--- config.mk ---
export PLATFORM = sky130hd
export DESIGN_NAME = pipeline_hazard_ctrl
export DESIGN_NICKNAME = d
export VERILOG_FILES = /design/src/rtl/pipeline_hazard_ctrl.sv
export SDC_FILE = /design/constraint.sdc
export NUM_CORES = 1
export LEC_CHECK = 0
export ABC_CLOCK_PERIOD_IN_PS = 1900
export BUFFER_PORTS_ARGS = -buffer_cell sky130_fd_sc_hd__buf_2
export CAP_MARGIN = 25
export CORE_MARGIN = 2
export CORE_UTILIZATION = 47
export CTS_CLUSTER_SIZE = 20
export DETAILED_ROUTE_END_ITERATION = 7
export PLACE_DENSITY = 0.74
export REMOVE_ABC_BUFFERS = 1
export SYNTH_ARGS = -nofsm -noshare
export SYNTH_HDL_FRONTEND = slang
export SYNTH_SLANG_ARGS = --single-unit
export TNS_END_PERCENT = 1
--- constraint.sdc ---
create_clock -name clk -period 1.9 [get_ports clk]
set_input_delay 0.38 -clock clk [delete_from_list [all_inputs] [get_ports clk]]
set_output_delay 0.38 -clock clk [all_outputs]
set_load 0.1 [all_outputs]
--- src/rtl/pipeline_hazard_ctrl.sv ---
// RAW hazard detection and branch flush control for a 5-stage pipeline.
// A small destination scoreboard tracks the EX/MEM/WB writers; branch flush wins over stall.
module pipeline_hazard_ctrl #(
  parameter int CNT_W    = 16,
  parameter int ZERO_REG = 31
) (
  input  logic             clk,
  input  logic             reset,
  input  logic             id_valid,
  input  logic [4:0]       id_rn,
  input  logic [4:0]       id_rm,
  input  logic             id_uses_rn,
  input  logic             id_uses_rm,
  input  logic             id_regwrite,
  input  logic [4:0]       id_rd,
  input  logic             mem_branch_taken,
  output logic             pc_write_en,
  output logic             ifid_write_en,
  output logic             idex_bubble,
  output logic             ifid_flush,
  output logic             idex_flush,
  output logic             exmem_flush,
  output logic [1:0]       state,
  output logic [CNT_W-1:0] stall_cycles,
  output logic [CNT_W-1:0] flush_events
);

  typedef enum logic [1:0] {
    ST_RUN   = 2'b00,
    ST_STALL = 2'b01,
    ST_FLUSH = 2'b10
  } state_e;

  typedef struct packed {
    logic       v;
    logic [4:0] rd;
  } sb_entry_t;

  localparam logic [4:0] ZR = 5'(ZERO_REG);

  sb_entry_t        r_ex, r_mem, r_wb;
  state_e           r_state, w_state_nxt;
  logic [CNT_W-1:0] r_stall_cnt, r_flush_cnt;

  logic w_rn_hit, w_rm_hit, w_hazard, w_flush, w_stall;

  function automatic logic f_match(sb_entry_t e, logic [4:0] src, logic uses);
    return e.v && (e.rd == src) && (src != ZR) && uses;
  endfunction

  // The WB entry is included because the register file does not forward writes.
  assign w_rn_hit = f_match(r_ex, id_rn, id_uses_rn) | f_match(r_mem, id_rn, id_uses_rn) |
                    f_match(r_wb, id_rn, id_uses_rn);
  assign w_rm_hit = f_match(r_ex, id_rm, id_uses_rm) | f_match(r_mem, id_rm, id_uses_rm) |
                    f_match(r_wb, id_rm, id_uses_rm);
  assign w_hazard = id_valid & (w_rn_hit | w_rm_hit);
  assign w_flush  = mem_branch_taken;
  assign w_stall  = w_hazard & ~w_flush;

  // NOTE: every output gets a default first so no path leaves it unassigned (no latch).
  always_comb begin
    pc_write_en   = 1'b1;
    ifid_write_en = 1'b1;
    idex_bubble   = 1'b0;
    ifid_flush    = 1'b0;
    idex_flush    = 1'b0;
    exmem_flush   = 1'b0;
    if (w_flush) begin
      ifid_flush  = 1'b1;
      idex_flush  = 1'b1;
      exmem_flush = 1'b1;
    end else if (w_stall) begin
      pc_write_en   = 1'b0;
      ifid_write_en = 1'b0;
      idex_bubble   = 1'b1;
    end
  end

  always_comb begin
    w_state_nxt = ST_RUN;
    if (w_flush)      w_state_nxt = ST_FLUSH;
    else if (w_stall) w_state_nxt = ST_STALL;
  end

  // NOTE: sequential state uses non-blocking assignments so all stages shift together.
  always_ff @(posedge clk or posedge reset) begin
    if (reset) begin
      r_ex    <= '0;
      r_mem   <= '0;
      r_wb    <= '0;
      r_state <= ST_RUN;
    end else begin
      r_ex.v  <= id_valid & id_regwrite & ~w_stall & ~w_flush;
      r_ex.rd <= id_rd;
      r_mem   <= w_flush ? sb_entry_t'('0) : r_ex;
      r_wb    <= r_mem;
      r_state <= w_state_nxt;
    end
  end

  always_ff @(posedge clk or posedge reset) begin
    if (reset) begin
      r_stall_cnt <= '0;
      r_flush_cnt <= '0;
    end else begin
      if (w_stall && !(&r_stall_cnt)) r_stall_cnt <= r_stall_cnt + CNT_W'(1);
      if (w_flush && !(&r_flush_cnt)) r_flush_cnt <= r_flush_cnt + CNT_W'(1);
    end
  end

  assign state        = r_state;
  assign stall_cycles = r_stall_cnt;
  assign flush_events = r_flush_cnt;

endmodule

==> flow_summary.yaml, run 1 <==
critical_path:
  endpoint_kind: "primary output"
  ff2ff_path_depth: 9
  crit_type: "reg2out"
  reg2reg_to: "stall_cycles[7]"
  rr_startpoint: "r_mem[2]"
  arrival_ns: 1.94
  cp-start-kind: "flip-flop"
  cp.depth: 7
  crit_chain: "xor2_1 -> nor4_1 -> nand3_1 -> a31oi_2 -> o21ai_2 -> inv_2 -> buf_12"
  required_ns: 1.52
  critical_path_buf_inv_count: 2
  slowest_delay_ns: 0.43
  cp_slowest_cell: "dfrtp_1"
  crit_fanout: 3
  ff2ff_setup_slack_ns: -0.21
  cp_top_family: "flip-flops"
  startpoint: "r_ex[1]"
die:
  die_w_microns: 75.85
  core_sq_um: 5042
  dieHeight_microns: 75.85
  die_area_sq_um: 5752
  io_pins: 62
  rows: 26
  initial_core_util_pct: 48.11
grt:
  grt_max_degree: 38
  grt_pass1_wl_microns: 7803
  grt_pass1_vias: 1730
  grt-ovfl-total: 0
  grt_use_total_pct: 18.11
  antenna_found_initial: 0
clock_tree:
  tritoncts: "done"
  numCtsBuffers: 5
  htree_levels: 2
  holdBufCountCts: 0
  clkTransAtPathRegs_ns: 0.10
  root_buffer: "clkbuf_8"
  clock_sinks: 52
  cts_buffer_depth: 2
  clk_latency_ns: 0.30
synth:
  yosysWarnings: 0
  synth-edff-count: 0
  synth_cell_types: 28
  synth_most_common_cell: "dfrtp_1"
  syn-cell-area_sq_um: 2426
  synth_top_cell_area_share_pct: 53.64
  synth-simple-area-share_pct: 17.43
  ys.flop_type: "dfrtp_1"
  yosysSeqAreaShare_pct: 53.64
  synth_common_cells: "dfrtp_1 (52), xor2_1 (36), xnor2_1 (24)"
  avgSynthCellArea_sq_um: 11.50
  synth_top_family_by_area: "XOR/XNOR gates"
  synth-seq-cells: 52
  yosys.area.top_type: "dfrtp_1"
  synthAdderAreaFrac_pct: 1.031
  synth-compound-area-share_pct: 3.610
  postSynthCellCount: 211
  muxShareOfSynthArea_pct: 0.9283
  synth_xor_area_share_pct: 21.66
  ys_async_sr_fraction_pct: 100.0
  ys_top_cells_by_area: "dfrtp_1 (54%), xor2_1 (13%), xnor2_1 (8.7%)"
layout:
  antenna_cells: 0
  stdcell_count: 378
  final_core_util_pct: 64.54
  multi_input_area_sq_um: 1140
  design_area_sq_um: 3254
  regArea_sq_um: 1301
  drive_above_1_share_pct: 39.29
  finalNetCount: 332
  fill_cells: 407
  synthToLayoutAreaGrowth_pct: 34.14
drt:
  wl_per_cell_microns: 13.31
  first_pass_iters: 4
  drtIter0Drc: 83
  ant_nets: 0
  vias_per_cell: 4.884
  route.vias.total: 1846
  drcViolationCount: 0
  drt_wl_total_microns: 5031
timing:
  clock.fmax_mhz: 430.9
  relSlewSlack_pct: 66.83
  hold_violations: 0
  fin_hold_ws_ns: 0.03450
  rsz0062_at_grt: "yes"
  tightest_slew_ns: 0.5010
  finClkSkew_ns: 0.01469
  setup_viol: 19
  setup_slack_ns: -0.4206
  fin_crit_sh_pct: 122.1
  slew_viol_final: 0
  layout_min_cycle_time_ns: 2.321
outcome:
  failed_checks: "setup timing"
  status: "finished with violations"
pwr:
  p_leak_nw: 1.670
  vdd_ir_drop_max_uv: 1037
  fin_total_pwr_mw: 3.138
  powerDensity_nw_per_um2: 964.3
placed_design:
  io_buffers: 61
  dpl_cell_area_sq_um: 3027
  place_congestion: 0.8508
  dp_hpwl_microns: 3850
  dp_cells: 366
run:
  cap_violations: 0
hold_path:
  min_path_type: "in2async"
[repair_timing]
action	4_1_cts	5_1_grt
hold endpoints to repair	0	0
gates cloned	0	0
pin swaps	15	9
buffers inserted	2	3
gates resized for setup	8	6
endpoints found under the setup margin	19	25
[flip-flops by register name, indices dropped and copies added (netlist names)]
register and count:
r_ex 6, flush_events 16, stall_cycles 16, r_mem 6
state 2, r_wb 6
[layout make-up]
type / count / area share [%]
flip-flops and latches: 52 / 39.98
multi-input cells: 152 / 35.02
repair buffers: 94 / 17.99
well taps: 70 / 2.691
clock buffers: 5 / 2.115
clock inverters: 2 / 1.845
inverters: 3 / 0.3460
[cell families (layout without fill, tap and decap cells)]
logic type,count (synthesis),in the layout
xor gates and xnor gates,60,60
muxes,2,2
buffers and inverters,7,104
and+or+nand+nor,79,79
adders and majority gates,2,2
DFF,52,52
AOI/OAI and AO/OA,9,9
[stage by stage]
| step | setup TNS (ns) | setup WS [ns] |
|---|---|---|
| 2_1_floorplan | -34.60 | -5.921 |
| 3_3_place_gp | -3.526 | -0.3638 |
| 3_5_place_dp | -3.793 | -0.3777 |
| 4_1_cts | -3.355 | -0.4277 |
| 5_1_grt | -5.731 | -0.5290 |
| 6_report | -3.110 | -0.4206 |
[cell usage in the layout, fill, tap and decap left out, types with 3 or more instances in the layout]
master    Yosys  routed
buf_2         0      58
dfrtp_1      52      52
xor2_1       36      36
buf_4         4      34
xnor2_1      24      24
nand3_1      20      20
nand2_1      15      15
nor2_1        8       8
and3_1        8       7
nor2b_1       7       7
nor4_1        6       5
clkbuf_8      0       5
nand4_1       4       4
nor3_2        0       3
[worst max-delay path by stage]
stage                     to  slack (ns)
4_1_cts          idex_bubble       -0.43
5_1_grt          idex_bubble       -0.53
6_report         idex_bubble       -0.42
2_1_floorplan       state[0]       -5.92
3_5_place_dp     pc_write_en       -0.38
3_3_place_gp   ifid_write_en       -0.36
[report_power, final]
group	internal (mW)	switching, mW
clock network	0.518	0.343
logic	0.200	0.757
registers	1.20	0.119
[layer usage]
| layer | track usage, % | vias to the layer above | routed length [microns] |
|---|---|---|---|
| met5 | 0 | - | 0 |
| met4 | 4.678 | 0 | 54 |
| met3 | 4.894 | 7 | 217 |
| met2 | 28.74 | 35 | 2438 |
| met1 | 24.74 | 897 | 2320 |
| li1 | - | 907 | - |
No activity file was read; power rests on OpenSTA's default activity.
==> run 2: changes to the inputs <==
--- a/config.mk
+++ b/config.mk
@@ -17,4 +17,4 @@
 export SYNTH_ARGS = -nofsm -noshare
 export SYNTH_HDL_FRONTEND = slang
 export SYNTH_SLANG_ARGS = --single-unit
-export TNS_END_PERCENT = 1
+export TNS_END_PERCENT = 50
==> run 2 against run 1 <==
  * Non-clock buffer count increased by 1
  * First-iteration DRC count increased by 1.2%
  * Wire length increased by 4.3%
  * Largest power group unchanged
  * Clock skew decreased by 0.0025 ns
  * Hold slack about the same
  * Critical path depth unchanged
  * The run still ends with setup timing left
  * Sequential share of layout area decreased by 0.74 points
  * Power increased by 0.12%
==> flow_summary.yaml, run 2 (synthesized netlist as in run 1, its figures left out) <==
drt:
  drcViolationCount: 0
  route.vias.total: 1867
  wl_per_cell_microns: 13.81
  ant_nets: 0
  drtIter0Drc: 84
  drt_wl_total_microns: 5249
  first_pass_iters: 4
  vias_per_cell: 4.913
run:
  cap_violations: 0
pwr:
  fin_total_pwr_mw: 3.142
  vdd_ir_drop_max_uv: 1037
  p_leak_nw: 1.676
  powerDensity_nw_per_um2: 947.6
timing:
  relSlewSlack_pct: 66.65
  tightest_slew_ns: 0.5037
  layout_min_cycle_time_ns: 2.355
  setup_viol: 20
  setup_slack_ns: -0.4552
  rsz0062_at_grt: "yes"
  hold_violations: 0
  clock.fmax_mhz: 424.6
  fin_hold_ws_ns: 0.03483
  slew_viol_final: 0
  fin_crit_sh_pct: 124.0
  finClkSkew_ns: 0.01220
grt:
  grt-ovfl-total: 0
  grt_pass1_vias: 1818
  grt_max_degree: 38
  grt_pass1_wl_microns: 8190
  grt_use_total_pct: 19.14
  antenna_found_initial: 0
outcome:
  status: "finished with violations"
  failed_checks: "setup timing"
clock_tree:
  clock_sinks: 52
  htree_levels: 2
  tritoncts: "done"
  clkTransAtPathRegs_ns: 0.10
  root_buffer: "clkbuf_8"
  holdBufCountCts: 0
  cts_buffer_depth: 2
  numCtsBuffers: 5
  clk_latency_ns: 0.30
critical_path:
  ff2ff_path_depth: 10
  arrival_ns: 1.98
  required_ns: 1.52
  crit_fanout: 3
  cp-start-kind: "flip-flop"
  crit_type: "reg2out"
  endpoint_kind: "primary output"
hold_path:
  min_path_type: "in2async"
placed_design:
  dp_slack_ns: -0.3777
  place_congestion: 0.8508
  dp_hpwl_microns: 3850
  dpl_cell_area_sq_um: 3027
  io_buffers: 61
layout:
  design_area_sq_um: 3316
  mostFrequentLayoutCells: "buf_2 (58), dfrtp_1 (52), xor2_1 (35)"
  fill_cells: 400
  finalNetCount: 334
  antenna_cells: 0
  drive_above_1_share_pct: 41.29
  final_common_cell: "buf_2"
  synthToLayoutAreaGrowth_pct: 36.67
die:
  initial_core_util_pct: 48.11
  core_sq_um: 5042
  io_pins: 62
  die_w_microns: 75.85
  dieHeight_microns: 75.85
  rows: 26
  die_area_sq_um: 5752
==> run 2: power by group <==
group          total [mW]  switching [mW]  internal, mW
Sequential           1.32           0.119          1.20
Combinational       0.960           0.759         0.200
Clock               0.862           0.344         0.518
==> run 2: worst max-delay path: stages (launching register included) <==
cell and delay [ns]:
dfrtp_1 0.42, xor2_1 0.17, nor4_1 0.27, nand3_1 0.13, a31oi_2 0.30, o21ai_4 0.11, inv_2 0.09, buf_12 0.17
==> run 2: per-layer routing <==
metal / part of all wire [%] / global-route usage [%] / up-vias
met5: 0 / 0 / -
met4: 1.7 / 6.433 / 0
met3: 5.1 / 5.556 / 12
met2: 49 / 30.75 / 45
met1: 44 / 24.91 / 896
li1: - / - / 914
==> run 2: path summary, 6_finish.rpt <==
kind,start,end,slack [ns]
worst max-delay path,r_ex[1],idex_bubble,-0.46
worst min-delay path,reset,stall_cycles[5],0.03
worst max register to register,r_mem[2],stall_cycles[7],-0.34
worst min register to register,r_mem[5],r_wb[5],0.42
max in group asynchronous,reset,flush_events[14],1.34
min in group clk,id_rd[0],r_ex[0],0.18
==> run 2: metrics by stage <==
| stage | utilization (%) | setup TNS, ns | cells |
|---|---|---|---|
| after CTS | 64.94 | -5.588 | 378 |
| after global placement | 60.02 | -3.526 | 366 |
| after floorplan | - | -34.60 | 207 |
| after detailed placement | 60.02 | -3.793 | 366 |
| after global routing | 65.76 | -7.698 | 380 |
| final | 65.76 | -5.082 | 380 |
==> run 2: what timing repair did <==
| action | in CTS | in global routing |
|---|---|---|
| pin swaps | 18 | 8 |
| endpoints found under the setup margin | 19 | 25 |
| gates resized for setup | 19 | 6 |
| gates cloned | 1 | 0 |
| buffers inserted | 5 | 4 |
==> run 2: area by class of cell <==
type	instances	area [sq um]	area share [%]
sequential	52	1301	39.25
multi-input combinational	153	1186	35.77
timing repair buffer	95	600.6	18.11
tap	70	87.58	2.642
clock buffer	5	68.82	2.075
clock inverter	2	60.06	1.811
inverter	3	11.26	0.3396
==> run 3: changes to the inputs <==
==> constraint.sdc (replaced) <==
create_clock -name clk -period 1.9 [get_ports clk]
set_input_delay 0.285 -clock clk [delete_from_list [all_inputs] [get_ports clk]]
set_output_delay 0.285 -clock clk [all_outputs]
set_load 0.1 [all_outputs]
==> run 3 against run 2 <==
  * The flow still finishes with violations (setup timing)
  * Clock power fell by 5.6%
  * Flip-flop and latch count stayed put
  * Non-clock buffer count decreased by 3
  * Combinational power shrank 0.6%
  * Register-to-register slack better by 0.07 ns
  * Via count is 3.8% lower
  * Cell count decreased by 0.53%
  * Core utilization decreased by 0.50 points
  * Highest routed layer unchanged
==> flow_summary.yaml, run 3 (synthesized netlist as in run 1, its figures left out) <==
outcome:
  status: "finished with violations"
  failed_checks: "setup timing"
run:
  cap_violations: 0
drt:
  drcViolationCount: 0
  drt_wl_total_microns: 5182
  vias_per_cell: 4.751
  wl_met1_microns: 2372
  wl_met2_microns: 2560
  met3WireLength_microns: 206
  route.vias.total: 1796
  ant_nets: 0
  wl_per_cell_microns: 13.71
  first_pass_iters: 4
  drtIter0Drc: 58
  top_layer_used: "met4"
critical_path:
  crit_chain: "xor2_1 -> nor4_1 -> nand3_1 -> a31oi_4 -> o21ai_4 -> inv_2 -> buf_12"
  slowest_delay_ns: 0.42
  endpoint_kind: "primary output"
  arrival_ns: 1.98
  crit_fanout: 3
  crit_type: "reg2out"
  startpoint: "r_mem[1]"
  cp_slowest_cell: "dfrtp_1"
  critical_path_buf_inv_count: 2
  rr_startpoint: "r_mem[1]"
  cp_top_family: "simple AND/OR/NAND/NOR gates"
  cp-start-kind: "flip-flop"
  required_ns: 1.62
clock_tree:
  clkTransAtPathRegs_ns: 0.09
  holdBufCountCts: 0
  tritoncts: "done"
  numCtsBuffers: 5
  root_buffer: "clkbuf_8"
  htree_levels: 2
  clk_latency_ns: 0.30
  clock_sinks: 52
  cts_buffer_depth: 2
pwr:
  p_int_mw: 1.863
  swShare_pct: 39.68
  p_switching_mw: 1.226
  power_frac_seq_pct: 42.7
  powerDensity_nw_per_um2: 938.6
  p_leak_nw: 1.661
  vdd_ir_drop_max_uv: 1145
  p_comb_share_pct: 30.9
  clkPwrFrac_pct: 26.4
die:
  io_pins: 62
  initial_core_util_pct: 48.11
  core_sq_um: 5042
  die_area_sq_um: 5752
  dieHeight_microns: 75.85
  die_w_microns: 75.85
  rows: 26
timing:
  finClkSkew_ns: 0.01154
  rsz0062_at_grt: "yes"
  fin_crit_sh_pct: 119.2
  tightest_slew_ns: 0.6337
  setup_viol: 19
  layout_min_cycle_time_ns: 2.264
  slew_viol_final: 0
  hold_violations: 0
  relSlewSlack_pct: 57.75
  clock.fmax_mhz: 441.7
  setup_slack_ns: -0.3640
hold_path:
  min_from: "id_rd[2]"
  min_path_type: "in2reg"
placed_design:
  io_buffers: 61
  dp_slack_ns: -0.2225
  place_congestion: 0.8221
  dp_hpwl_microns: 3786
  dp_cells: 365
layout:
  synthToLayoutAreaGrowth_pct: 35.64
  drive_above_1_share_pct: 42.21
  finalNetCount: 331
  stdcell_count: 378
  final_common_cell: "buf_2"
  antenna_cells: 0
  mostFrequentLayoutCells: "buf_2 (58), dfrtp_1 (52), xor2_1 (36)"
  fill_cells: 399
grt:
  grt-ovfl-total: 0
  antenna_found_initial: 0
  grt_pass1_vias: 1729
  grt_max_degree: 53
  grt_use_total_pct: 18.55
  grt_pass1_wl_microns: 7893
## run 3: worst paths after layout
kind,endpoint,slack [ns],cells past startpoint
max,idex_bubble,-0.36,7
min,r_ex[2],0.08,1
max reg2reg,stall_cycles[7],-0.27,9
min reg2reg,r_wb[5],0.42,0
max in group asynchronous,flush_events[3],1.33,3
min in group asynchronous,stall_cycles[11],0.14,3
## run 3: power by group through the flow
stage | clock network, mW | logic (mW) | registers (mW)
final | 0.814 | 0.954 | 1.32
after global routing | 0.881 | 0.995 | 1.34
after CTS | 0.835 | 0.955 | 1.32
after detailed placement | 0 | 0.951 | 1.34
after global placement | 0 | 0.944 | 1.33
after floorplan | 0 | 0.187 | 1.88
## run 3: stage by stage
stage / utilization (%) / power (mW) / hold slack (ns) / setup TNS [ns] / area [sq um]
2_1_floorplan: - / 2.068 / 0.3164 / -34.31 / 2396
3_3_place_gp: 59.63 / 2.277 / 0.3948 / -1.860 / 3007
3_5_place_dp: 59.63 / 2.290 / 0.3952 / -2.493 / 3007
4_1_cts: 63.20 / 3.108 / 0.07427 / -2.302 / 3187
5_1_grt: 65.26 / 3.214 / 0.06432 / -5.797 / 3291
6_report: 65.26 / 3.089 / 0.08238 / -3.959 / 3291
## run 3: layout make-up
cell class,instances,area [sq um],area share [%]
Sequential cell,52,1301,39.54
Multi-Input combinational cell,153,1202,36.54
Timing Repair Buffer,92,561.8,17.07
Clock buffer,7,96.34,2.928
Clock inverter,1,30.03,0.9125
Inverter,3,11.26,0.3422
Tap cell,70,87.58,2.662
## run 3: routing by layer
layer  global-route usage, %  vias up
li1                        -      899
met1                   24.62      856
met2                   30.27       36
met3                   5.026        5
met4                   4.678        0
met5                       0        -
## run 3: repair_timing
action | in CTS | in global routing
pin swaps | 7 | 18
cloned | 0 | 1
setup endpoints to repair | 18 | 25
buffers inserted | 1 | 4
gates resized for setup | 13 | 13
